`config.mk`:
```
export PLATFORM = sky130hd
export DESIGN_NAME = gpio_pad_ctrl
export DESIGN_NICKNAME = d
export VERILOG_FILES = /design/src/rtl/gpio_pad_ctrl.sv
export SDC_FILE = /design/constraint.sdc
export NUM_CORES = 1
export LEC_CHECK = 0
export BUFFER_PORTS_ARGS = -buffer_cell sky130_fd_sc_hd__buf_2
export CAP_MARGIN = 30
export CORE_ASPECT_RATIO = 0.7
export CORE_MARGIN = 3
export CORE_UTILIZATION = 45
export DETAILED_ROUTE_END_ITERATION = 10
export PLACE_DENSITY = 0.7
export SYNTH_ARGS = -nofsm -noshare
export SYNTH_HDL_FRONTEND = slang
export SYNTH_SLANG_ARGS = --single-unit
```
`constraint.sdc`:
```
create_clock -name i_clk -period 3.2 [get_ports i_clk]
set_input_delay 0.64 -clock i_clk [delete_from_list [all_inputs] [get_ports i_clk]]
set_output_delay 0.64 -clock i_clk [all_outputs]
set_load 0.03 [all_outputs]
```
`src/rtl/gpio_pad_ctrl.sv`:
```
// gpio_pad_ctrl -- 8-bit GPIO controller driving a PB8-style pad ring.
// Registers: PORT (output latch), TRIS (1 = input), IMASK, IFLAG (W1C,
// rising-edge capture on input pins). Registered read path, registered irq.
// Optional build macro: GPIO_DEBOUNCE_EN -- adds a per-bit 4-clock
// stability filter between the synchronizer and the edge detector.
module gpio_pad_ctrl (
    input  logic       i_clk,
    input  logic       i_reset,
    input  logic [1:0] i_addr,
    input  logic       i_wr_en,
    input  logic [7:0] i_wr_data,
    input  logic       i_rd_en,
    output logic [7:0] o_rd_data,
    output logic       o_rd_valid,
    output logic       o_irq,
    output logic [7:0] o_pad_i,
    output logic [7:0] o_pad_oen,
    output logic [7:0] o_pad_ie,
    output logic [7:0] o_pad_pg,
    input  logic [7:0] i_pad_c
);

    localparam logic [1:0] ADDR_PORT  = 2'd0;
    localparam logic [1:0] ADDR_TRIS  = 2'd1;
    localparam logic [1:0] ADDR_IMASK = 2'd2;
    localparam logic [1:0] ADDR_IFLAG = 2'd3;

    logic [7:0] r_port;
    logic [7:0] r_tris;
    logic [7:0] r_imask;
    logic [7:0] r_iflag;
    logic [7:0] r_sync1;
    logic [7:0] r_sync2;
    logic [7:0] r_in_s_d;
    logic [7:0] r_rd_data;
    logic       r_rd_valid;
    logic       r_irq;
    logic       r_pg_en;

    logic [7:0] w_in_s;
    logic [7:0] w_pin;
    logic [7:0] w_tris_next;
    logic [7:0] w_w1c;
    logic [7:0] w_rise;
    logic [7:0] w_iflag_next;
    logic [7:0] w_rd_mux;

    // Pad-facing outputs come straight from the control registers.
    assign o_pad_i    = r_port;
    assign o_pad_oen  = r_tris;
    assign o_pad_ie   = r_tris;
    assign o_pad_pg   = {8{r_pg_en}};
    assign o_rd_data  = r_rd_data;
    assign o_rd_valid = r_rd_valid;
    assign o_irq      = r_irq;

    // Pad power-good enable: low in reset, high from the first edge after.
    always_ff @(posedge i_clk or posedge i_reset) begin
        if (i_reset) r_pg_en <= 1'b0;
        else         r_pg_en <= 1'b1;
    end

    // Two-flop synchronizer for the asynchronous pad receiver outputs.
    always_ff @(posedge i_clk or posedge i_reset) begin
        if (i_reset) begin
            r_sync1 <= 8'h00;
            r_sync2 <= 8'h00;
        end else begin
            r_sync1 <= i_pad_c;
            r_sync2 <= r_sync1;
        end
    end

`ifdef GPIO_DEBOUNCE_EN
    // Per-bit filter: in_s follows the synchronizer only after it has
    // disagreed for 4 consecutive clocks; any agreement restarts the count.
    generate
        for (genvar gi = 0; gi < 8; gi++) begin : g_debounce
            logic [1:0] r_cnt;
            logic       r_in_s;

            // Stability counter and filtered level for one pin.
            always_ff @(posedge i_clk or posedge i_reset) begin
                if (i_reset) begin
                    r_cnt  <= 2'd0;
                    r_in_s <= 1'b0;
                end else if (r_sync2[gi] == r_in_s) begin
                    r_cnt <= 2'd0;
                end else if (r_cnt == 2'd3) begin
                    r_cnt  <= 2'd0;
                    r_in_s <= r_sync2[gi];
                end else begin
                    r_cnt <= r_cnt + 2'd1;
                end
            end

            assign w_in_s[gi] = r_in_s;
        end
    endgenerate
`else
    assign w_in_s = r_sync2;
`endif

    // Delayed copy of in_s for rising-edge detection.
    always_ff @(posedge i_clk or posedge i_reset) begin
        if (i_reset) r_in_s_d <= 8'h00;
        else         r_in_s_d <= w_in_s;
    end

    // Edge capture is allowed only where the pin is an input both before and
    // after this edge, so a TRIS change never manufactures a flag.
    always_comb begin
        w_tris_next  = (i_wr_en && i_addr == ADDR_TRIS) ? i_wr_data : r_tris;
        w_w1c        = (i_wr_en && i_addr == ADDR_IFLAG) ? i_wr_data : 8'h00;
        w_rise       = w_in_s & ~r_in_s_d & r_tris & w_tris_next;
        w_iflag_next = (r_iflag & ~w_w1c) | w_rise;
        w_pin        = (r_tris & w_in_s) | (~r_tris & r_port);
    end

    // Register read mux; samples pre-write values so a same-cycle write
    // does not bypass into the read.
    always_comb begin
        w_rd_mux = 8'h00;
        case (i_addr)
            ADDR_PORT:  w_rd_mux = w_pin;
            ADDR_TRIS:  w_rd_mux = r_tris;
            ADDR_IMASK: w_rd_mux = r_imask;
            ADDR_IFLAG: w_rd_mux = r_iflag;
            default:    w_rd_mux = 8'h00;
        endcase
    end

    // Control register writes and interrupt flag update.
    always_ff @(posedge i_clk or posedge i_reset) begin
        if (i_reset) begin
            r_port  <= 8'h00;
            r_tris  <= 8'hFF;
            r_imask <= 8'h00;
            r_iflag <= 8'h00;
        end else begin
            if (i_wr_en && i_addr == ADDR_PORT)  r_port  <= i_wr_data;
            if (i_wr_en && i_addr == ADDR_IMASK) r_imask <= i_wr_data;
            r_tris  <= w_tris_next;
            r_iflag <= w_iflag_next;
        end
    end

    // Read response: one-cycle valid pulse, data held between reads.
    always_ff @(posedge i_clk or posedge i_reset) begin
        if (i_reset) begin
            r_rd_data  <= 8'h00;
            r_rd_valid <= 1'b0;
        end else begin
            r_rd_valid <= i_rd_en;
            if (i_rd_en) r_rd_data <= w_rd_mux;
        end
    end

    // Interrupt output, one cycle behind the flags.
    always_ff @(posedge i_clk or posedge i_reset) begin
        if (i_reset) r_irq <= 1'b0;
        else         r_irq <= |(r_iflag & r_imask);
    end

endmodule

```
==> impl_table.tex, run 1 <==
\begin{tabular}{lr}
\hline
Metric & Value \\
\hline
\multicolumn{2}{l}{\textbf{STA}} \\
\quad Setup skew after layout & 0.00629 ns \\
\quad Number of max-slew violations in the final report & 0 \\
\quad Max Clk Rate & 504 MHz \\
\quad Worst slew pin tran & 0.749 ns \\
\quad Minimum period implied by the final worst setup slack & 1.98 ns \\
\quad Worst slew margin relative to its limit & 50.1\% \\
\quad Unrepaired setup endpoints after global routing & no \\
\quad Final TNS setup & 0 ns \\
\quad Final worst hold slack & 0.351 ns \\
\quad Count of final setup violators & 0 \\
\quad Final Hold Violating Endpoints & 0 \\
\quad Crit share post-route & approximately 62\% \\
\multicolumn{2}{l}{\textbf{Die}} \\
\quad Die width & 100 µm \\
\quad Number of top-level pins & 64 \\
\quad Die H & 71.9 µm \\
\quad Initial core utilization & approximately 48\% \\
\quad Die footprint & between 7000 and 8000 µm² \\
\quad Standard-cell row count & 23 \\
\quad Placeable core area & between 5000 and 6000 µm² \\
\multicolumn{2}{l}{\textbf{Layout}} \\
\quad Layout overhead on the synthesized area & 18.7\% \\
\quad Sequential cell area & approximately 1700 µm² \\
\quad Area used by multi-input combinational logic & 920 µm² \\
\quad Layout cell share with drive strength beyond 1 & 42.3\% \\
\quad Ant. Diodes & 0 \\
\quad FILL cells & 512 \\
\quad Net count reported at finish & 291 \\
\multicolumn{2}{l}{\textbf{Worst hold path}} \\
\quad Worst min-delay path class & reg2reg \\
\quad WHS Endpoint & r\_sync2[7] \\
\quad Cell count of the worst hold path & 0 \\
\quad Origin of the worst min-delay path & r\_sync1[7] \\
\multicolumn{2}{l}{\textbf{Detailed routing}} \\
\quad Final wirelength & 6.07 mm \\
\quad Ratio of routed vias to standard cells & 5.29 \\
\quad Antenna Violating Nets Remaining & 0 \\
\quad Count of TritonRoute iterations in the first routing pass & 4 \\
\quad Number of vias in the routed layout & 1847 \\
\quad Post-route DRC violation count & 0 \\
\quad WL/cell & 17.4 µm \\
\quad Iter 0 DRT Violations & 89 \\
\multicolumn{2}{l}{\textbf{Clocking}} \\
\quad Clock latency on the worst-skew pair & 0.35 ns \\
\quad Clock tree from TritonCTS & built \\
\quad Number of buffers added by the clock tree synthesis step & 9 \\
\quad Setup fix buffers added after clock tree synthesis & 0 \\
\quad Sinks on Clock Net & 67 \\
\quad Htree depth & 3 \\
\quad Post-CTS clock slew at the launch and capture registers of the worst setup and hold paths & $\sim$0.070 ns \\
\quad Maximum root-to-sink buffer count & 2 \\
\quad Clk root buf & sky130\_fd\_sc\_hd\_\_clkbuf\_8 \\
\quad Resized cells post-CTS & 0 \\
\quad Hold buffer count at cts & 0 \\
\multicolumn{2}{l}{\textbf{Synth}} \\
\quad Yosys Warn Count & 0 \\
\quad Largest cells by area after synthesis & sky130\_fd\_sc\_hd\_\_dfrtp\_1 53\%, sky130\_fd\_sc\_hd\_\_mux2\_2 9.3\%, sky130\_fd\_sc\_hd\_\_dfstp\_2 7.5\% \\
\quad Most frequently used flop master after synthesis & sky130\_fd\_sc\_hd\_\_dfrtp\_1 \\
\quad Leading cell type by number of instances after synthesis & sky130\_fd\_sc\_hd\_\_dfrtp\_1 \\
\quad Cell variety after synth & 24 \\
\quad Average instance area after synthesis & 12.8 µm² \\
\quad Async set-reset flop share out of synthesis & 100\% \\
\quad Most common library cells after synthesis & 59 x sky130\_fd\_sc\_hd\_\_dfrtp\_1, 23 x sky130\_fd\_sc\_hd\_\_mux2\_2, 19 x sky130\_fd\_sc\_hd\_\_buf\_4 \\
\quad Synthesized net count & 240 \\
\quad Number of flops mapped to enable cells by yosys & 0 \\
\quad Synthesized area & 2790 µm² \\
\quad Number of register bits inferred by synthesis & 67 \\
\quad Mapped Cells & 218 \\
\quad Part of the Yosys area used for sequential elements & 60.4\% \\
\quad Post-synth top area share & 52.9\% \\
\quad Dominant cell type by area after synthesis & sky130\_fd\_sc\_hd\_\_dfrtp\_1 \\
\multicolumn{2}{l}{\textbf{Worst setup path}} \\
\quad Kind of end point of the critical path & flop \\
\quad Startpoint type of the worst setup path & primary input \\
\quad Max stage delay cell, worst path & sky130\_fd\_sc\_hd\_\_buf\_2 \\
\quad CP Data Arrival Time & between 2 and 2.5 ns \\
\quad Reg2Reg Setup Slack & 2.10 ns \\
\quad Endpoint of the worst register-to-register path & o\_rd\_data[0] \\
\quad Cell-by-cell trace of the critical path & buf\_2 -> nand2\_1 -> nor2\_4 -> mux2\_2 \\
\quad CP peak stage delay & 0.58 ns \\
\quad Worst-path fanout max & 35 \\
\quad Reg-to-Reg Start & o\_pad\_ie[0] \\
\quad R2R cell count & 3 \\
\quad Startpoint-to-endpoint class of the critical path & in2reg \\
\quad Worst endpoint required time & 3.47 ns \\
\multicolumn{2}{l}{\textbf{Flow run}} \\
\quad Maximum capacitance violations & 0 \\
\multicolumn{2}{l}{\textbf{Global route}} \\
\quad Via count of the first global-routing pass & around 1900 \\
\quad Remaining Overflow, GRT & 0 \\
\quad Largest net degree at the start of global routing & 36 \\
\quad First-pass GRT wire length & 10.1 mm \\
\quad Number of antenna violations at the first check in global routing & 0 \\
\quad Overall routing resource usage & 18.7\% \\
\multicolumn{2}{l}{\textbf{Placement}} \\
\quad IO buf count & 63 \\
\quad Detailed placer's ending HPWL & 3.96 mm \\
\quad Final GP Congestion & 0.793 \\
\multicolumn{2}{l}{\textbf{Pwr}} \\
\quad Leakage Power & 1.52 nW \\
\quad Power density normalized to cell area & 786 nW/µm² \\
\quad Worst voltage drop across the vdd grid & 0.000323 V \\
\multicolumn{2}{l}{\textbf{Run status}} \\
\quad Outcome & complete, no violations \\
\hline
\end{tabular}
==> critical path: cells and delay by family <==
| kind | cells | cell delay (ns) |
|---|---|---|
| and+or+nand+nor | 2 | 0.62 |
| buffers and inverters | 1 | 0.58 |
| muxes | 1 | 0.40 |
==> cell type report <==
type | count | area share [%]
inverter | 2 | 0.227
multi-input combinational | 124 | 27.8
tap | 75 | 2.83
clock buffer | 10 | 4.16
sequential | 67 | 50.9
clock inverter | 6 | 4.12
timing repair buffer | 65 | 9.97
==> how the worst max path moves through the flow <==
stage               from          end  slack [ns]
3_5_place_dp   i_addr[0]  o_pad_ie[7]        0.87
6_report       i_addr[0]  o_pad_ie[7]        1.22
2_1_floorplan    i_reset        o_irq        0.89
5_1_grt        i_addr[0]  o_pad_ie[7]        1.14
4_1_cts        i_addr[0]  o_pad_ie[7]        1.24
3_3_place_gp   i_addr[0]  o_pad_ie[4]        0.91
==> flip-flops by register name, summed over array words and instances, names as in the netlist <==
register,count
r_sync1,8
r_sync2,8
r_pg_en,1
o_rd_valid,1
r_imask,8
r_iflag,8
o_irq,1
o_pad_i,8
o_rd_data,8
r_in_s_d,8
o_pad_ie,8
==> cells in the final DEF (no fill, tap or decap) <==
cell type                    synthesis  routed
sky130_fd_sc_hd__a21oi_1            15      15
sky130_fd_sc_hd__a22oi_1             4       4
sky130_fd_sc_hd__a2bb2oi_1           8       8
sky130_fd_sc_hd__buf_2               3      63
sky130_fd_sc_hd__buf_4              19       2
sky130_fd_sc_hd__bufinv_16           0       4
sky130_fd_sc_hd__clkbuf_8            0      10
sky130_fd_sc_hd__clkinv_4            0       1
sky130_fd_sc_hd__clkinvlp_4          0       1
sky130_fd_sc_hd__conb_1              1       1
sky130_fd_sc_hd__dfrtp_1            59      59
sky130_fd_sc_hd__dfstp_2             8       8
sky130_fd_sc_hd__inv_1               2       1
sky130_fd_sc_hd__inv_2               0       1
sky130_fd_sc_hd__mux2_2             23      23
sky130_fd_sc_hd__mux2i_1             8       8
sky130_fd_sc_hd__nand2_1            11      11
sky130_fd_sc_hd__nand2b_1            9       9
sky130_fd_sc_hd__nand3b_4            1       1
sky130_fd_sc_hd__nand4_1             9       9
sky130_fd_sc_hd__nor2_1             15      15
sky130_fd_sc_hd__nor2_4              1       1
sky130_fd_sc_hd__nor3b_4             1       1
sky130_fd_sc_hd__o21a_1              7       7
sky130_fd_sc_hd__o21ai_0             2       2
sky130_fd_sc_hd__o221ai_1            8       8
sky130_fd_sc_hd__o31a_1              1       1
==> power breakdown <==
group | total [W] | internal [W] | switching, W
clock network | 0.000945 | 0.000619 | 0.000326
logic | 0.000549 | 0.000202 | 0.000347
registers | 0.00111 | 0.000993 | 0.000117
total | 0.00260 | 0.00181 | 0.000790
==> routing by layer <==
metal | up-vias | wire length [µm] | track usage (%)
li1 | 873 | - | -
met1 | 903 | 2770 | 25.6
met2 | 62 | 2730 | 27.1
met3 | 9 | 468 | 8.37
met4 | 0 | 99 | 5.68
met5 | - | 0 | 0
==> cell families (layout without fill, tap and decap cells) <==
kind of cell           count (synthesis)  after routing  synth area share (%)
AO/OA/AOI/OAI                         45             45                  11.3
flip-flops                            67             67                  60.4
other                                  1              1                 0.134
multiplexers                          31             31                  12.2
buffers and inverters                 27             83                  6.59
AND/OR/NAND/NOR                       47             47                  9.33
==> metrics by stage <==
step / util (%) / instances / setup WS (ns) / total power [W] / cell area (µm²)
after global routing: 56.4 / 349 / 1.14 / 0.00272 / 3310
after CTS: 56.4 / 349 / 1.24 / 0.00262 / 3310
final: 56.4 / 349 / 1.22 / 0.00260 / 3310
after floorplan: - / 218 / 0.890 / 0.00153 / 2790
after detailed placement: 51.7 / 333 / 0.865 / 0.00168 / 3040
after global placement: 51.7 / 333 / 0.914 / 0.00166 / 3040
Power figures use the tool's default switching activity.
==> run 2: changes to the inputs <==
--- a/config.mk
+++ b/config.mk
@@ -11,7 +11,7 @@
 export CORE_MARGIN = 3
 export CORE_UTILIZATION = 45
 export DETAILED_ROUTE_END_ITERATION = 10
-export PLACE_DENSITY = 0.7
+export PLACE_DENSITY = 0.73
 export SYNTH_ARGS = -nofsm -noshare
 export SYNTH_HDL_FRONTEND = slang
 export SYNTH_SLANG_ARGS = --single-unit
==> constraint.sdc (replaced) <==
create_clock -name i_clk -period 1.77 [get_ports i_clk]
set_input_delay 0.354 -clock i_clk [delete_from_list [all_inputs] [get_ports i_clk]]
set_output_delay 0.354 -clock i_clk [all_outputs]
set_load 0.03 [all_outputs]
==> impl_table.tex, run 2 (synthesis gave the netlist of run 1 again) <==
\begin{tabular}{lr}
\hline
Metric & Value \\
\hline
\multicolumn{2}{l}{\textbf{Run status}} \\
\quad Outcome & complete, no violations \\
\multicolumn{2}{l}{\textbf{Clocking}} \\
\quad Resized cells post-CTS & 0 (unchanged) \\
\quad Htree depth & 3 (unchanged) \\
\quad Clock tree from TritonCTS & built \\
\quad Clk root buf & sky130\_fd\_sc\_hd\_\_clkbuf\_8 \\
\quad Maximum root-to-sink buffer count & 2 (unchanged) \\
\quad Setup fix buffers added after clock tree synthesis & 0 (unchanged) \\
\quad Post-CTS clock slew at the launch and capture registers of the worst setup and hold paths & 0.07 ns (about the same) \\
\quad Hold buffer count at cts & 0 (unchanged) \\
\quad Number of buffers added by the clock tree synthesis step & 9 (unchanged) \\
\quad Clock latency on the worst-skew pair & 0.34 ns (about the same) \\
\quad Sinks on Clock Net & 67 (unchanged) \\
\multicolumn{2}{l}{\textbf{Worst setup path}} \\
\quad R2R cell count & 3 (unchanged) \\
\quad Startpoint-to-endpoint class of the critical path & reg2out \\
\quad Worst endpoint required time & 1.42 ns (-2.05 ns) \\
\quad Capturing element of the worst setup path & o\_pad\_oen[0] \\
\quad Max stage delay cell, worst path & sky130\_fd\_sc\_hd\_\_dfstp\_2 \\
\quad Worst-path fanout max & 6 (-83\%) \\
\quad CP Data Arrival Time & 1.14 ns (-1.12 ns) \\
\quad Kind of end point of the critical path & primary output \\
\quad Endpoint of the worst register-to-register path & o\_rd\_data[1] \\
\quad Stages on worst setup path & 1 (-3) \\
\quad Largest delay contributor family on the critical path & flip-flops \\
\quad Reg2Reg Setup Slack & 0.71 ns (-1.39 ns) \\
\quad Buffers plus inverters on the worst setup path & 1 (unchanged) \\
\quad CP peak stage delay & 0.58 ns (about the same) \\
\quad Launching element of the worst setup path & o\_pad\_ie[0] \\
\quad Cell-by-cell trace of the critical path & buf\_2 \\
\quad Reg-to-Reg Start & o\_pad\_ie[1] \\
\quad Startpoint type of the worst setup path & flop \\
\multicolumn{2}{l}{\textbf{STA}} \\
\quad Number of max-slew violations in the final report & 0 (unchanged) \\
\quad Max Clk Rate & between 600 and 700 MHz \\
\quad Crit share post-route & 84.2\% \\
\quad Minimum period implied by the final worst setup slack & between 1 and 1.5 ns \\
\quad Final Hold Violating Endpoints & 0 (unchanged) \\
\quad Final TNS setup & 0 ns (unchanged) \\
\quad Unrepaired setup endpoints after global routing & no \\
\quad Count of final setup violators & 0 (unchanged) \\
\quad Setup skew after layout & 0.00474 ns (-0.00154 ns) \\
\multicolumn{2}{l}{\textbf{Placement}} \\
\quad IO buf count & 63 (unchanged) \\
\quad Detailed placer's ending HPWL & 4.24 mm (+7.3\%) \\
\quad Final GP Congestion & 0.878 (+11\%) \\
\quad Instance area after placement & 3100 µm² (+2.0\%) \\
\multicolumn{2}{l}{\textbf{Detailed routing}} \\
\quad Iter 0 DRT Violations & 139 (+56\%) \\
\quad Post-route DRC violation count & 0 (unchanged) \\
\quad Ratio of routed vias to standard cells & 5.31 (+0.28\%) \\
\quad Number of vias in the routed layout & 1884 (+2.0\%) \\
\quad Antenna Violating Nets Remaining & 0 (unchanged) \\
\quad Final wirelength & 5.94 mm (-2.1\%) \\
\quad WL/cell & 16.7 µm (-3.8\%) \\
\quad Count of TritonRoute iterations in the first routing pass & 4 (unchanged) \\
\multicolumn{2}{l}{\textbf{Pwr}} \\
\quad Power density normalized to cell area & 1330 nW/µm² (+70\%) \\
\quad Leakage Power & 1.53 nW (+0.70\%) \\
\quad Worst voltage drop across the vdd grid & 0.000635 V (+97\%) \\
\multicolumn{2}{l}{\textbf{Layout}} \\
\quad Most frequent standard cell in the layout excluding fill and tap cells & sky130\_fd\_sc\_hd\_\_buf\_2 \\
\quad Final Util & 56.7\% (+0.26 points) \\
\quad Layout overhead on the synthesized area & 19.2\% \\
\quad Ant. Diodes & 0 (unchanged) \\
\quad Design area & 3330 µm² (+0.45\%) \\
\quad Layout cell share with drive strength beyond 1 & 43.2\% (+0.88 points) \\
\quad Commonest cells after routing, fill and taps aside & 63 x sky130\_fd\_sc\_hd\_\_buf\_2, 59 x sky130\_fd\_sc\_hd\_\_dfrtp\_1, 23 x sky130\_fd\_sc\_hd\_\_mux2\_2, 15 x sky130\_fd\_sc\_hd\_\_nor2\_1, 15 x sky130\_fd\_sc\_hd\_\_a21oi\_1 \\
\quad Net count reported at finish & 297 (+2.1\%) \\
\multicolumn{2}{l}{\textbf{Worst hold path}} \\
\quad Worst min-delay path class & in2async \\
\multicolumn{2}{l}{\textbf{Die}} \\
\quad Die footprint & 7200 µm² (unchanged) \\
\quad Die width & 100 µm (unchanged) \\
\quad Placeable core area & 5870 µm² (unchanged) \\
\quad Initial core utilization & 47.5\% (unchanged) \\
\quad Die H & 71.9 µm (unchanged) \\
\quad Number of top-level pins & 64 (unchanged) \\
\quad Standard-cell row count & 23 (unchanged) \\
\multicolumn{2}{l}{\textbf{Global route}} \\
\quad Largest net degree at the start of global routing & 49 (+36\%) \\
\quad Overall routing resource usage & 18.4\% (-0.39 points) \\
\quad Via count of the first global-routing pass & 1999 (+4.6\%) \\
\quad Number of antenna violations at the first check in global routing & 0 (unchanged) \\
\quad Remaining Overflow, GRT & 0 (unchanged) \\
\quad First-pass GRT wire length & 10.0 mm (-1.0\%) \\
\multicolumn{2}{l}{\textbf{Flow run}} \\
\quad Maximum capacitance violations & 0 (unchanged) \\
\hline
\end{tabular}
run 2: changes by cell type in the layout (fill, tap and decap cells not counted):
| cell | before | now |
|---|---|---|
| sky130_fd_sc_hd__buf_12 | 0 | 1 |
| sky130_fd_sc_hd__clkinvlp_4 | 1 | 2 |
| sky130_fd_sc_hd__clkinv_4 | 1 | 0 |
| sky130_fd_sc_hd__bufinv_16 | 4 | 2 |
| sky130_fd_sc_hd__clkbuf_1 | 0 | 1 |
| sky130_fd_sc_hd__clkinv_2 | 0 | 1 |
| sky130_fd_sc_hd__inv_2 | 1 | 0 |
| sky130_fd_sc_hd__buf_4 | 2 | 7 |
| sky130_fd_sc_hd__clkbuf_8 | 10 | 11 |
run 2: metrics by stage:
stage	instances	power (W)	hold WS (ns)	setup slack (ns)
floorplan	218	0.00277	0.331	0.453
global placement	339	0.00303	0.333	0.255
detailed placement	339	0.00306	0.336	0.192
CTS	355	0.00449	0.0684	0.255
global route	355	0.00467	0.0825	0.214
finish	355	0.00444	0.0678	0.280
run 2: where the power goes:
group	leakage (nW)	switching [W]	internal, W
Combinational	0.640	0.000627	0.000377
Clock	0.113	0.000547	0.000868
Sequential	0.775	0.000223	0.00180
Total	1.53	0.00140	0.00304
run 2: tightest hold or removal path: stages:
cell,delay [ns]
sky130_fd_sc_hd__buf_2,0.11
sky130_fd_sc_hd__clkinvlp_4,0.08
sky130_fd_sc_hd__buf_12,0.24
run 2: per-layer routing:
layer | wire length (µm) | GRT usage [%] | up-vias
met3 | 321 | 7.30 | 12
met4 | 119 | 6.28 | 0
met2 | 2660 | 27.3 | 52
li1 | - | - | 880
met1 | 2830 | 24.7 | 940
met5 | 0 | 0 | -
run 2: final cells by class:
class | count | area [µm²]
Sequential cell | 67 | 1690
Tap cell | 75 | 93.8
Multi-Input combinational cell | 124 | 920
Clock buffer | 12 | 155
Fill cell | 533 | 2540
Clock inverter | 4 | 72.6
Inverter | 2 | 11.3
Timing Repair Buffer | 71 | 388
run 2: worst min-delay path by stage:
stage,start,endpoint,slack [ns]
floorplan,r_sync1[0],r_sync2[0],0.33
global placement,r_sync1[5],r_sync2[5],0.33
detailed placement,r_sync1[3],r_sync2[3],0.34
CTS,i_reset,r_sync2[0],0.07
global route,i_reset,r_iflag[0],0.08
finish,i_reset,o_rd_data[0],0.07
==> run 3: changes to the inputs <==
--- a/config.mk
+++ b/config.mk
@@ -5,6 +5,7 @@
 export SDC_FILE = /design/constraint.sdc
 export NUM_CORES = 1
 export LEC_CHECK = 0
+export ABC_AREA = 1
 export BUFFER_PORTS_ARGS = -buffer_cell sky130_fd_sc_hd__buf_2
 export CAP_MARGIN = 30
 export CORE_ASPECT_RATIO = 0.7
==> constraint.sdc (replaced) <==
create_clock -name i_clk -period 1.25 [get_ports i_clk]
set_input_delay 0.25 -clock i_clk [delete_from_list [all_inputs] [get_ports i_clk]]
set_output_delay 0.25 -clock i_clk [all_outputs]
set_load 0.03 [all_outputs]
==> impl_table.tex, run 3 <==
\begin{tabular}{lr}
\hline
Metric & Value \\
\hline
\multicolumn{2}{l}{\textbf{Layout}} \\
\quad Ant. Diodes & 0 (unchanged) \\
\quad Layout overhead on the synthesized area & 30.7\% \\
\quad Commonest cells after routing, fill and taps aside & 109 x sky130\_fd\_sc\_hd\_\_nand2\_1, 58 x sky130\_fd\_sc\_hd\_\_dfrtp\_1, 39 x sky130\_fd\_sc\_hd\_\_buf\_2, 28 x sky130\_fd\_sc\_hd\_\_buf\_6, 21 x sky130\_fd\_sc\_hd\_\_inv\_1 \\
\quad Net count reported at finish & 415 (+40\%) \\
\quad Design area & 3740 µm² (+12\%) \\
\quad Most frequent standard cell in the layout excluding fill and tap cells & sky130\_fd\_sc\_hd\_\_nand2\_1 \\
\quad Layout cell share with drive strength beyond 1 & 35.4\% (-7.8 points) \\
\multicolumn{2}{l}{\textbf{Clocking}} \\
\quad Number of buffers added by the clock tree synthesis step & 9 (unchanged) \\
\quad Clock tree from TritonCTS & built \\
\quad Clk root buf & sky130\_fd\_sc\_hd\_\_clkbuf\_8 \\
\quad Clock latency on the worst-skew pair & 0.34 ns (about the same) \\
\quad Htree depth & 3 (unchanged) \\
\quad Post-CTS clock slew at the launch and capture registers of the worst setup and hold paths & 0.07 ns (about the same) \\
\quad Sinks on Clock Net & 67 (unchanged) \\
\quad Maximum root-to-sink buffer count & 2 (unchanged) \\
\multicolumn{2}{l}{\textbf{Worst setup path}} \\
\quad Cell-by-cell trace of the critical path & buf\_6 \\
\quad Max stage delay cell, worst path & sky130\_fd\_sc\_hd\_\_dfstp\_2 \\
\quad Kind of end point of the critical path & primary output \\
\quad Startpoint-to-endpoint class of the critical path & reg2out \\
\quad Reg-to-Reg Start & o\_pad\_ie[1] \\
\quad Startpoint type of the worst setup path & flop \\
\quad CP Data Arrival Time & 1.07 ns (-0.07 ns) \\
\quad CP peak stage delay & 0.59 ns (about the same) \\
\quad Worst endpoint required time & 1.00 ns (-0.42 ns) \\
\quad Reg2Reg Setup Slack & 0.04 ns (-0.67 ns) \\
\quad R2R cell count & 8 (+5) \\
\quad Worst-path fanout max & 3 (-3) \\
\quad Largest delay contributor family on the critical path & flip-flops \\
\quad Buffers plus inverters on the worst setup path & 1 (unchanged) \\
\quad Endpoint of the worst register-to-register path & o\_rd\_data[1] \\
\multicolumn{2}{l}{\textbf{Die}} \\
\quad Number of top-level pins & 64 (unchanged) \\
\quad Die H & 72.7 µm (+1.1\%) \\
\quad Placeable core area & 5930 µm² (+0.98\%) \\
\quad Standard-cell row count & 23 (unchanged) \\
\quad Die width & 101 µm (+1.2\%) \\
\quad Initial core utilization & 48.2\% (+0.70 points) \\
\quad Die footprint & 7360 µm² (+2.3\%) \\
\multicolumn{2}{l}{\textbf{STA}} \\
\quad Setup skew after layout & 0.00807 ns (+0.00332 ns) \\
\quad Max Clk Rate & roughly 760 MHz \\
\quad Final worst hold slack & -0.0263 ns (-0.0941 ns) \\
\quad Minimum period implied by the final worst setup slack & 1.32 ns \\
\quad Final Hold Violating Endpoints & 13 (+13) \\
\quad Count of final setup violators & 24 (+24) \\
\quad Crit share post-route & 106\% \\
\quad Number of max-slew violations in the final report & 0 (unchanged) \\
\quad Minimum setup slack in the final design & -0.0731 ns (-0.353 ns) \\
\quad Unrepaired setup endpoints after global routing & yes \\
\multicolumn{2}{l}{\textbf{Detailed routing}} \\
\quad Post-route DRC violation count & 0 (unchanged) \\
\quad Final wirelength & 6.66 mm (+12\%) \\
\quad Count of TritonRoute iterations in the first routing pass & 5 (+1) \\
\quad Number of vias in the routed layout & 2320 (+23\%) \\
\quad Iter 0 DRT Violations & 133 (-4.3\%) \\
\quad WL/cell & 14.1 µm (-16\%) \\
\quad Antenna Violating Nets Remaining & 0 (unchanged) \\
\quad Ratio of routed vias to standard cells & 4.90 (-7.6\%) \\
\multicolumn{2}{l}{\textbf{Synth}} \\
\quad Most frequently used flop master after synthesis & sky130\_fd\_sc\_hd\_\_dfrtp\_1 \\
\quad Post-synth top area share & 51.6\% (-1.3 points) \\
\quad Number of flops mapped to enable cells by yosys & 0 (unchanged) \\
\quad Largest cells by area after synthesis & sky130\_fd\_sc\_hd\_\_dfrtp\_1 52\%, sky130\_fd\_sc\_hd\_\_nand2\_1 15\%, sky130\_fd\_sc\_hd\_\_dfstp\_2 7.4\% \\
\quad Async set-reset flop share out of synthesis & 100\% (unchanged) \\
\quad Most common library cells after synthesis & 115 x sky130\_fd\_sc\_hd\_\_nand2\_1, 59 x sky130\_fd\_sc\_hd\_\_dfrtp\_1, 26 x sky130\_fd\_sc\_hd\_\_inv\_1 \\
\quad Mapped Cells & 314 (+44\%) \\
\quad Average instance area after synthesis & 9.11 µm² (-29\%) \\
\quad Synthesized net count & 336 (+40\%) \\
\quad Dominant cell type by area after synthesis & sky130\_fd\_sc\_hd\_\_dfrtp\_1 \\
\quad Leading cell type by number of instances after synthesis & sky130\_fd\_sc\_hd\_\_nand2\_1 \\
\quad Synthesized area & 2860 µm² (+2.5\%) \\
\quad Number of register bits inferred by synthesis & 67 (unchanged) \\
\quad Yosys Warn Count & 0 (unchanged) \\
\quad Part of the Yosys area used for sequential elements & 59.0\% (-1.5 points) \\
\quad Cell variety after synth & 22 (-8.3\%) \\
\multicolumn{2}{l}{\textbf{Pwr}} \\
\quad Power density normalized to cell area & 1640 nW/µm² (+23\%) \\
\quad Worst voltage drop across the vdd grid & 0.000869 V (+37\%) \\
\quad Leakage Power & 1.90 nW (+25\%) \\
\multicolumn{2}{l}{\textbf{Placement}} \\
\quad Instance area after placement & 3210 µm² (+3.4\%) \\
\quad Final GP Congestion & 0.900 (+2.5\%) \\
\quad Detailed placer's ending HPWL & 4.42 mm (+4.2\%) \\
\quad IO buf count & 63 (unchanged) \\
\multicolumn{2}{l}{\textbf{Flow run}} \\
\quad Maximum capacitance violations & 0 (unchanged) \\
\multicolumn{2}{l}{\textbf{Global route}} \\
\quad First-pass GRT wire length & 10.5 mm (+5.5\%) \\
\quad Remaining Overflow, GRT & 0 (unchanged) \\
\quad Number of antenna violations at the first check in global routing & 0 (unchanged) \\
\quad Via count of the first global-routing pass & 2149 (+7.5\%) \\
\quad Overall routing resource usage & 19.1\% (+0.74 points) \\
\quad Largest net degree at the start of global routing & 68 (+39\%) \\
\multicolumn{2}{l}{\textbf{Run status}} \\
\quad Outcome & finished with violations \\
\quad Violated checks & hold timing, setup timing \\
\multicolumn{2}{l}{\textbf{Worst hold path}} \\
\quad Worst min-delay path class & in2async \\
\hline
\end{tabular}
[run 3: kinds of logic after synthesis]
logic type | share of synthesized area, %
compound gates | 6.65
buf+inv | 9.06
flops | 59.0
other cells | 0.131
simple gates | 25.2
[run 3: how the worst max path moves through the flow]
| stage | endpoint | cells past startpoint | startpoint | slack [ns] |
|---|---|---|---|---|
| after floorplan | o_rd_data[1] | 7 | o_pad_ie[1] | 0.14 |
| after global placement | r_iflag[7] | 7 | i_addr[1] | 0.09 |
| after detailed placement | r_iflag[5] | 7 | i_addr[1] | 0.05 |
| after CTS | o_pad_ie[5] | 1 | o_pad_ie[5] | -0.07 |
| after global routing | o_pad_ie[4] | 1 | o_pad_ie[4] | -0.10 |
| final | o_pad_ie[4] | 1 | o_pad_ie[4] | -0.07 |
[run 3: cell type report]
| cell class | instances | area, µm² |
|---|---|---|
| fill | 515 | 2190 |
| multi-input combinational | 198 | 948 |
| timing repair buffer | 87 | 681 |
| inverter | 30 | 116 |
| clock buffer | 11 | 131 |
| clock inverter | 5 | 77.6 |
| sequential | 67 | 1690 |
| tap | 75 | 93.8 |
[run 3: what timing repair did]
item	CTS	global route
endpoints found under the setup margin	24	30
endpoints found under the hold margin	3	0
resized for setup	34	36
hold buffers	3	0
buffers inserted	10	2
pin swaps	0	3
[run 3: where the power goes]
| part | total, W | switching (W) | internal, W |
|---|---|---|---|
| clock network | 0.00191 | 0.000796 | 0.00112 |
| logic | 0.00152 | 0.000921 | 0.000599 |
| registers | 0.00268 | 0.000207 | 0.00247 |
[run 3: metal layers]
metal | up-vias | routed length, µm | global-route usage [%]
li1 | 1132 | - | -
met2 | 85 | 2950 | 28.0
met5 | - | 0 | 0
met1 | 1099 | 3090 | 27.1
met4 | 0 | 30 | 4.13
met3 | 4 | 595 | 7.45
[run 3: stage by stage]
stage	cells	worst slack [ns]	TNS (ns)	total power (W)	util, %
final	473	-0.0731	-0.864	0.00611	63.0
after global routing	473	-0.104	-2.07	0.00641	63.0
after CTS	471	-0.0738	-1.04	0.00608	61.0
after detailed placement	442	0.0459	0	0.00396	54.1
after global placement	442	0.0926	0	0.00392	54.1
after floorplan	314	0.142	0	0.00361	-
